$ cat src/rtl/axi4_track_pkg.sv
// Shared definitions for the AXI4 write-burst monitor: error bit indices and
// a priority helper that picks the lowest set error index.
package axi4_track_pkg;

  localparam int ERR_W       = 8;

  localparam int OVF         = 0;
  localparam int WLAST_EARLY = 1;
  localparam int WLAST_MISS  = 2;
  localparam int B_EARLY     = 3;
  localparam int BID         = 4;
  localparam int BRESP       = 5;
  localparam int TIMEOUT     = 6;
  localparam int W_NO_AW     = 7;

  function automatic logic [2:0] first_err_idx(input logic [ERR_W-1:0] errs);
    first_err_idx = 3'd0;
    for (int i = ERR_W - 1; i >= 0; i--) begin
      if (errs[i]) first_err_idx = 3'(i);
    end
  endfunction

endpackage

$ cat src/rtl/axi4_track_buf.sv
// Tracking buffer for outstanding write bursts: one write port, two
// combinational read ports (W stage reads the length, B stage reads the ID).
module axi4_track_buf
  import axi4_track_pkg::*;
#(
  parameter int DEPTH  = 16,
  parameter int IDSIZE = 4,
  parameter int AW     = $clog2(DEPTH)
) (
  input  logic              clk,
  input  logic              wr_en,
  input  logic [AW-1:0]     wr_addr,
  input  logic [IDSIZE-1:0] wr_id,
  input  logic [7:0]        wr_len,
  input  logic [AW-1:0]     w_addr,
  output logic [7:0]        w_len,
  input  logic [AW-1:0]     b_addr,
  output logic [IDSIZE-1:0] b_id
);

  logic [IDSIZE+7:0] mem [DEPTH];

  // NOTE: the array has no reset; an entry is only read after it has been
  // written, and the pointers that guard it are reset in the parent.
  always_ff @(posedge clk) begin
    if (wr_en) mem[wr_addr] <= {wr_id, wr_len};
  end

  assign w_len = mem[w_addr][7:0];
  assign b_id  = mem[b_addr][IDSIZE+7:8];

endmodule

$ cat src/rtl/axi4_wr_burst_monitor.sv
// Passive AXI4 write-channel protocol monitor: tracks AW/W/B ordering per
// burst and latches sticky protocol errors with first-error capture.
module axi4_wr_burst_monitor
  import axi4_track_pkg::*;
#(
  parameter int IDSIZE    = 4,
  parameter int DEPTH     = 16,
  parameter int MAX_CYCLE = 1000,
  parameter bit CHK_RESP  = 1'b1,
  parameter bit SIM_STOP  = 1'b0
) (
  input  logic                     axi_aclk,
  input  logic                     axi_aresetn,
  input  logic [IDSIZE-1:0]        axi_awid,
  input  logic [7:0]               axi_awlen,
  input  logic                     axi_awvalid,
  input  logic                     axi_awready,
  input  logic                     axi_wlast,
  input  logic                     axi_wvalid,
  input  logic                     axi_wready,
  input  logic [IDSIZE-1:0]        axi_bid,
  input  logic [1:0]               axi_bresp,
  input  logic                     axi_bvalid,
  input  logic                     axi_bready,
  input  logic                     err_clr,
  output logic [ERR_W-1:0]         err_flags,
  output logic [2:0]               err_first,
  output logic                     err_valid,
  output logic                     err_irq,
  output logic [$clog2(DEPTH):0]   outstanding
);

  localparam int AW = $clog2(DEPTH);
  localparam int PW = AW + 1;
  localparam int IW = $clog2(MAX_CYCLE + 1) + 1;

  logic [PW-1:0]     wr_ptr, w_ptr, b_ptr;
  logic [PW-1:0]     wr_ptr_nxt, b_ptr_nxt, count;
  logic [7:0]        beat_cnt;
  logic [IW-1:0]     idle_cnt;
  logic [7:0]        buf_w_len, cur_len;
  logic [IDSIZE-1:0] buf_b_id;
  logic              aw_hs, w_hs, b_hs;
  logic              full, b_early, b_pop, ovf, push;
  logic              w_empty, w_track, last_beat, w_retire;
  logic [ERR_W-1:0]  new_err;

  assign aw_hs   = axi_awvalid & axi_awready;
  assign w_hs    = axi_wvalid  & axi_wready;
  assign b_hs    = axi_bvalid  & axi_bready;

  // Pointers carry one extra wrap bit so full and empty are distinguishable.
  assign count   = wr_ptr - b_ptr;
  assign full    = (count == PW'(DEPTH));
  assign b_early = (b_ptr == w_ptr);
  assign b_pop   = b_hs & ~b_early;
  assign ovf     = aw_hs & full & ~b_pop;
  assign push    = aw_hs & ~ovf;

  // With no pending entry, a same-cycle AW supplies the length directly.
  assign w_empty   = (w_ptr == wr_ptr);
  assign w_track   = w_hs & (~w_empty | push);
  assign cur_len   = w_empty ? axi_awlen : buf_w_len;
  assign last_beat = (beat_cnt == cur_len);
  assign w_retire  = w_track & (axi_wlast | last_beat);

  assign wr_ptr_nxt = wr_ptr + PW'(push);
  assign b_ptr_nxt  = b_ptr + PW'(b_pop);

  axi4_track_buf #(
    .DEPTH  (DEPTH),
    .IDSIZE (IDSIZE)
  ) u_buf (
    .clk     (axi_aclk),
    .wr_en   (push),
    .wr_addr (wr_ptr[AW-1:0]),
    .wr_id   (axi_awid),
    .wr_len  (axi_awlen),
    .w_addr  (w_ptr[AW-1:0]),
    .w_len   (buf_w_len),
    .b_addr  (b_ptr[AW-1:0]),
    .b_id    (buf_b_id)
  );

  // NOTE: every signal driven here gets a default first so no latch can form.
  always_comb begin
    new_err              = '0;
    new_err[OVF]         = ovf;
    new_err[WLAST_EARLY] = w_track & axi_wlast & ~last_beat;
    new_err[WLAST_MISS]  = w_track & last_beat & ~axi_wlast;
    new_err[B_EARLY]     = b_hs & b_early;
    new_err[BID]         = b_pop & (axi_bid != buf_b_id);
    new_err[BRESP]       = CHK_RESP & b_hs & (axi_bresp != 2'b00);
    new_err[TIMEOUT]     = (idle_cnt == IW'(MAX_CYCLE));
    new_err[W_NO_AW]     = w_hs & w_empty & ~aw_hs;
  end

  // NOTE: state registers use non-blocking assignments so every register in
  // this block samples the pre-edge values of its peers.
  always_ff @(posedge axi_aclk or negedge axi_aresetn) begin
    if (!axi_aresetn) begin
      wr_ptr      <= '0;
      w_ptr       <= '0;
      b_ptr       <= '0;
      beat_cnt    <= '0;
      idle_cnt    <= '0;
      outstanding <= '0;
    end else begin
      wr_ptr      <= wr_ptr_nxt;
      b_ptr       <= b_ptr_nxt;
      outstanding <= wr_ptr_nxt - b_ptr_nxt;

      if (w_retire) begin
        w_ptr    <= w_ptr + PW'(1);
        beat_cnt <= '0;
      end else if (w_track) begin
        beat_cnt <= beat_cnt + 8'd1;
      end

      // err_clr also restarts the idle window so a cleared timeout is not
      // re-flagged on the very next cycle.
      if (err_clr || aw_hs || w_hs || b_hs || count == '0)
        idle_cnt <= '0;
      else if (idle_cnt != IW'(MAX_CYCLE))
        idle_cnt <= idle_cnt + IW'(1);
    end
  end

  always_ff @(posedge axi_aclk or negedge axi_aresetn) begin
    if (!axi_aresetn) begin
      err_flags <= '0;
      err_first <= '0;
      err_valid <= 1'b0;
      err_irq   <= 1'b0;
    end else if (err_clr) begin
      err_flags <= '0;
      err_first <= '0;
      err_valid <= 1'b0;
      err_irq   <= 1'b0;
    end else begin
      err_flags <= err_flags | new_err;
      err_irq   <= 1'b0;
      if (!err_valid && (|new_err)) begin
        err_first <= first_err_idx(new_err);
        err_valid <= 1'b1;
        err_irq   <= 1'b1;
      end
    end
  end

`ifndef SYNTHESIS
  if (SIM_STOP) begin : g_sim_stop
    realtime stop_at;
    logic    armed;

    always_ff @(posedge axi_aclk or negedge axi_aresetn) begin
      if (!axi_aresetn) begin
        armed   <= 1'b0;
        stop_at <= 0.0;
      end else if (!armed && err_valid) begin
        armed   <= 1'b1;
        stop_at <= $realtime + 10us;
      end else if (armed && $realtime >= stop_at) begin
        $finish;
      end
    end
  end
`endif

endmodule

$ cat config.mk
export PLATFORM = sky130hd
export DESIGN_NAME = axi4_wr_burst_monitor
export DESIGN_NICKNAME = d
export VERILOG_FILES = /design/src/rtl/axi4_track_pkg.sv /design/src/rtl/axi4_track_buf.sv /design/src/rtl/axi4_wr_burst_monitor.sv
export SDC_FILE = /design/constraint.sdc
export NUM_CORES = 1
export LEC_CHECK = 0
export CAP_MARGIN = 20
export CORE_MARGIN = 5
export CORE_UTILIZATION = 39
export DETAILED_ROUTE_END_ITERATION = 7
export PLACE_DENSITY = 0.61
export SLEW_MARGIN = 30
export SYNTH_ARGS = -nofsm -noshare
export SYNTH_HDL_FRONTEND = slang
export SYNTH_SLANG_ARGS = --single-unit
$ cat constraint.sdc
create_clock -name axi_aclk -period 7.45 [get_ports axi_aclk]
set_clock_uncertainty 0.05 [all_clocks]
set_input_delay 0.745 -clock axi_aclk [delete_from_list [all_inputs] [get_ports axi_aclk]]
set_output_delay 0.745 -clock axi_aclk [all_outputs]
set_load 0.01 [all_outputs]
* After elaboration in Yosys (flattened, before gate mapping)
Memory sizes are Yosys's and may differ from the RTL's.
Cells that the tools add are included.
** Operators by class
- Shifts and indexed selects :: 0
- Bitwise operators :: 28
- Multipliers :: 0
- Multiplexer cells :: 22
- Magnitude comparators :: 0
- $add $sub $neg :: 7
- Div/mod/pow operators :: 0
- Reduce and logical (&&, ||, !) cells :: 12
- Equal/unequal tests :: 7
** Operators by type and width (count)
- $mux 8 :: 4
- $mux 3 :: 10
- $mux 11 :: 2
- $and 1x1->1 :: 18
- $add 11x1->11 const B :: 1
- $eq 11x10->1 const B :: 1
- $ne 11x10->1 const B :: 1
- $add 5x1->5 :: 2
- $eq 5x5->1 :: 2
- $sub 5x5->5 :: 2
- $add 8x1->8 const B :: 1
- $eq 8x8->1 :: 1
- $or 8x8->8 :: 1
- $reduce_bool 2->1 :: 4
- $reduce_or 8->1 :: 1
- $not 1->1 :: 7
- $mux 1 :: 6
- $add 5x1->5 const B :: 1
- $eq 5x5->1 const B :: 1
- $logic_not 5->1 :: 1
- $logic_or 1x1->1 :: 4
- $ne 4x4->1 :: 1
- $or 1x1->1 :: 2
- $logic_and 1x1->1 :: 1
- $logic_not 1->1 :: 1
** Storage, ports and cells
- Bits in read-only memories :: 0
- Memories kept :: 1
- Bits of input ports :: 28
- Memory bits (writable) :: 192
- Latch bits :: 0
- Register bits :: 52
- Logic and storage cells :: 87
- Output and inout port bits :: 18
** Memory list
- u_buf.mem :: depth 16, width 12, read ports 2, clocked after memory_dff 0, wr ports 1, RTL line axi4_track_buf.sv:21 : logic [IDSIZE+7:0] mem [DEPTH];

* Longest topological paths before layout
- Word-level depth :: 16
- Depth in mapped cells :: 17
- Gate-level depth less buffers :: 16

* Hierarchy
A second synthesis with hierarchy kept.
** Unflattened totals
- Cells, all modules :: 630
- Area, all modules :: 10483.8 um2
** By module, submodules not included
- axi4_track_buf :: times used 1, area an instance 7417.1 um2, cells an instance 324
- axi4_wr_burst_monitor :: times used 1, area an instance 3066.7 um2, cells an instance 306

* Worst setup path after synthesis
No wires, ideal clock.
- Path type :: register to register
- From :: register b_ptr[1]
- To :: register outstanding[4]
- Stages on the path, launching flop included :: 16
- Arrival :: 3.600 ns
- Library setup time :: 0.080 ns
- Required time :: 7.320 ns
- Slack :: 3.720 ns
- Period minus slack after synthesis :: 3.730 ns
- Cells stage by stage :: dfrtp_1 buf_2 buf_6 inv_1 ha_1 a21o_1 a31o_2 xnor2_1 o311a_1 ha_1 ha_1 fa_1 a21o_1 a21oi_1 xnor2_1 xnor2_1
** Between the ends
- Longest elaborated chain between the ends :: 9
- Elaborated cells on any way between the ends :: 13
- Those cells by class :: add/sub (4); eq/ne (2); bitwise (7)
** RTL lines
- start, declared :: RTL line axi4_wr_burst_monitor.sv:37 : logic [PW-1:0] wr_ptr, w_ptr, b_ptr;
- start signal, assigned :: RTL line axi4_wr_burst_monitor.sv:110 : b_ptr <= b_ptr_nxt;
- branches (longest 4 deep; another with $sub 5x5->5)
- $and 1x1->1 (*) :: RTL line axi4_wr_burst_monitor.sv:57 : assign ovf = aw_hs & full & ~b_pop;
- $not 1->1 (*) :: RTL line axi4_wr_burst_monitor.sv:58 : assign push = aw_hs & ~ovf;
- $and 1x1->1 (*) :: RTL line axi4_wr_burst_monitor.sv:58
- $add 5x1->5 (*) :: RTL line axi4_wr_burst_monitor.sv:67 : assign wr_ptr_nxt = wr_ptr + PW'(push);
- via wr_ptr_nxt[1] :: RTL line axi4_wr_burst_monitor.sv:38 : logic [PW-1:0] wr_ptr_nxt, b_ptr_nxt, count;
- $sub 5x5->5 (*) :: RTL line axi4_wr_burst_monitor.sv:111 : outstanding <= wr_ptr_nxt - b_ptr_nxt;
- end signal, assigned :: RTL line axi4_wr_burst_monitor.sv:111
- end, declared :: RTL line axi4_wr_burst_monitor.sv:30 : output logic [$clog2(DEPTH):0] outstanding
Mark *: on every way through the listed nets, which the timed path passes.
A chain may end at the register's enable or synchronous reset.

* Worst setup path after layout
Ends and elaborated chain as after synthesis.

==> out/summary.txt <==
Tot GR Track Use: 0.146
Post-CTS Resized: 0
Fin. Hold Viols: 0
Latest clock arrival within the worst-skew pair: 0.53 ns
Final period utilization: 0.595
Setup TNS: 0 ns
Die width: 174 µm
TritonCTS Buffers: 26
Final instance area: 12200 µm²
Grt ovf: 0
TritonCTS clock tree: built
Wire per inst: 20.3 µm
Global-route wire length before repair: 35000 µm
Fmax: 226 MHz
GPL Wtd Cong: 0.830
Hold Crit Class: primary input to asynchronous set/reset pin
Yosys cell types: 65
Core Area: 26700 µm²
Pre-CTS setup slack: 3.00 ns
Vias in the first global route: 6043
Final instance count without filler cells: 1095
Ys async rst share: 0.213
Crit path time final: 4.43 ns
Most frequent cell after synthesis: edfxtp_1
Warnings from Yosys: 0
Worst slew pin tran: 0.891 ns
Post-synth top cells: edfxtp_1, nor2_1, dfrtp_1
R2r worst-path depth: 14
Post-synth EDFFs: 192
Area delta synth->final: 16.1%
Worst VDD drop: 154 µV
Post-synthesis register bit count: 244
Power per cell area: 363 nW/µm²
DRT Wirelength: 22200 µm
Row count: 60
Max cap viols: 0
Worst stage delay on the critical path: 0.92 ns
Post-Synthesis Cells: 678
Clock Sinks: 244
Die Y: 174 µm
Cts hold-fix bufs: 0
Filler cells: 2312
Drt drc: 0
Max clock buf depth: 3
Share of cells above drive strength 1: 0.141
Root Buffer: clkbuf_16
Die ar.: 30300 µm²
Hold slack: 0.290 ns
Register area share after synthesis: 0.673
1st-iter DRT viols: 512
Crit path DAT: 4.83 ns
WP data required: 7.85 ns
Top cell by count, worst path: ha_1
CP Cell Sequence: inv_1 > ha_1 > a21o_1 > a31o_2 > xnor2_1 > o311a_1 > ha_1 > ha_1 > xor2_1 > ha_1 > a21o_1 > a21oi_1 > xnor2_1 > xnor2_1
Reg clk slew, reported paths: 0.06 ns
Cell Area, Synth: 10500 µm²
Crit Path Category: register to register
R2r endpoint: outstanding[4]$_DFF_PN0_
Nets: 782
DP HPWL: 14800 µm
Top cell type's share of synthesized area: 0.549
Syn Nets: 723
Leading area contributor after synthesis: edfxtp_1
Crit-path slowest cell: dfrtp_1
Placed inst area: 11400 µm²
Main synth FF type: edfxtp_1
Initial DRT Pass Iterations: 5
Placed Cells: 1050
Final setup violation count: 0
Worst slew margin: 0.406
Synth top area cells: edfxtp_1, dfrtp_1, mux4_2, mux2i_1, xnor2_1
R2R Path Start: b_ptr[1]$_DFF_PN0_
Largest net degree at the start of global routing: 53
Post-CTS Setup Bufs: 0
Starting Density: 0.393
H-tree Lvls: 1
Vias: 5796
Initial antenna violation count: 0
Num ports: 46
Ant diodes: 0
Synth Area per Inst: 15.5 µm²
RSZ-0062 raised after global routing: no
Slew Viols, Final: 0
Critical path launch point type: register
Avg Vias per Cell: 5.29
Crit end category: register
R2r setup slk: 3.02 ns
Final WS setup: 3.02 ns
Critical Path Fanout Max: 17
IO Port Bufs: 45
Post-route ant nets: 0
Status: finished clean
Total leakage power: 4.28 nW
## worst max path at each step
| stage | start | to |
|---|---|---|
| floorplan | b_ptr[1]$_DFF_PN0_ | outstanding[4]$_DFF_PN0_ |
| global placement | b_ptr[1]$_DFF_PN0_ | outstanding[4]$_DFF_PN0_ |
| detailed placement | b_ptr[1]$_DFF_PN0_ | outstanding[4]$_DFF_PN0_ |
| CTS | b_ptr[1]$_DFF_PN0_ | outstanding[4]$_DFF_PN0_ |
| global route | b_ptr[1]$_DFF_PN0_ | outstanding[4]$_DFF_PN0_ |
| finish | b_ptr[1]$_DFF_PN0_ | outstanding[4]$_DFF_PN0_ |
## area by class of cell
class                   instances  area (µm²)  area share
clock buffers                  34         721      0.0591
clock inverters                11         109     0.00893
inverters                      19        71.3     0.00585
multi-input cells             389        3260       0.268
flip-flops and latches        244        7070       0.580
well taps                     341         427      0.0350
repair buffers                 57         536      0.0439
## critical path: cells and delay by family, from the launching register on
family | cells | cell delay, ns
AO/OA/AOI/OAI | 5 | 1.24
XOR/XNOR | 4 | 0.65
adder cells (fa/ha/maj) | 4 | 1.24
buffers and inverters | 1 | 0.25
flip-flops | 1 | 0.92
## report_power, final
part           total, mW  switching [mW]  leakage (nW)  internal, mW
registers           1.80           0.192          2.41          1.60
clock network       1.23           0.517         0.407         0.717
logic               1.39           0.737          1.47         0.656
## logic make-up (layout without fill, tap and decap cells)
family | count (synthesis) | after routing | synth area share
flip-flops | 244 | 244 | 0.673
AND/OR/NAND/NOR | 164 | 164 | 0.0780
multiplexers | 77 | 77 | 0.106
AO/OA/AOI/OAI | 72 | 72 | 0.0492
XOR/XNOR | 59 | 59 | 0.0492
buffers and inverters | 45 | 121 | 0.0234
adder cells (fa/ha/maj) | 17 | 17 | 0.0210
## per-layer routing
layer  up-vias  global-route usage  wire length [µm]
met5         -                   0                 0
met4         0              0.0343               416
met3        29              0.0265              1120
met2       135               0.242             10800
met1      2933               0.202              9900
li1       2699                   -                 -
## state kept, by name, summed over array words and instances, names as in the netlist
signal and cells:
wr_ptr 5, err_valid 1, err_flags 8, err_first 3, beat_cnt 8, err_irq 1, w_ptr 5, u_buf.mem 192
outstanding 5, idle_cnt 11, b_ptr 5
## layout by cell type (no fill, tap or decap), types with 3 or more instances in the layout
cell type,n
edfxtp_1,192
dfrtp_1,51
nor2_1,44
mux2i_1,44
clkdlybuf4s50_1,44
xnor2_1,36
mux4_2,27
nand2_1,26
clkbuf_16,26
xor2_1,23
nand3_1,20
inv_1,19
ha_1,16
o22ai_1,13
nor3_1,12
buf_4,12
nor2_2,11
nand4_1,10
a31oi_1,10
a21oi_1,9
and3_1,7
a21o_1,5
clkinv_2,5
mux2_1,4
a211oi_1,4
nor2b_1,4
clkbuf_1,4
clkbuf_8,4
or3_1,3
nand2b_1,3
a211o_1,3
o21ai_0,3
nor3b_1,3
and2_1,3
nor3_4,3
## metrics by stage
stage / util / power (mW)
floorplan: - / 2.85
global placement: 0.423 / 3.17
detailed placement: 0.425 / 3.23
CTS: 0.456 / 4.47
global route: 0.456 / 4.69
finish: 0.456 / 4.42
No activity file was read; power rests on OpenSTA's default activity.
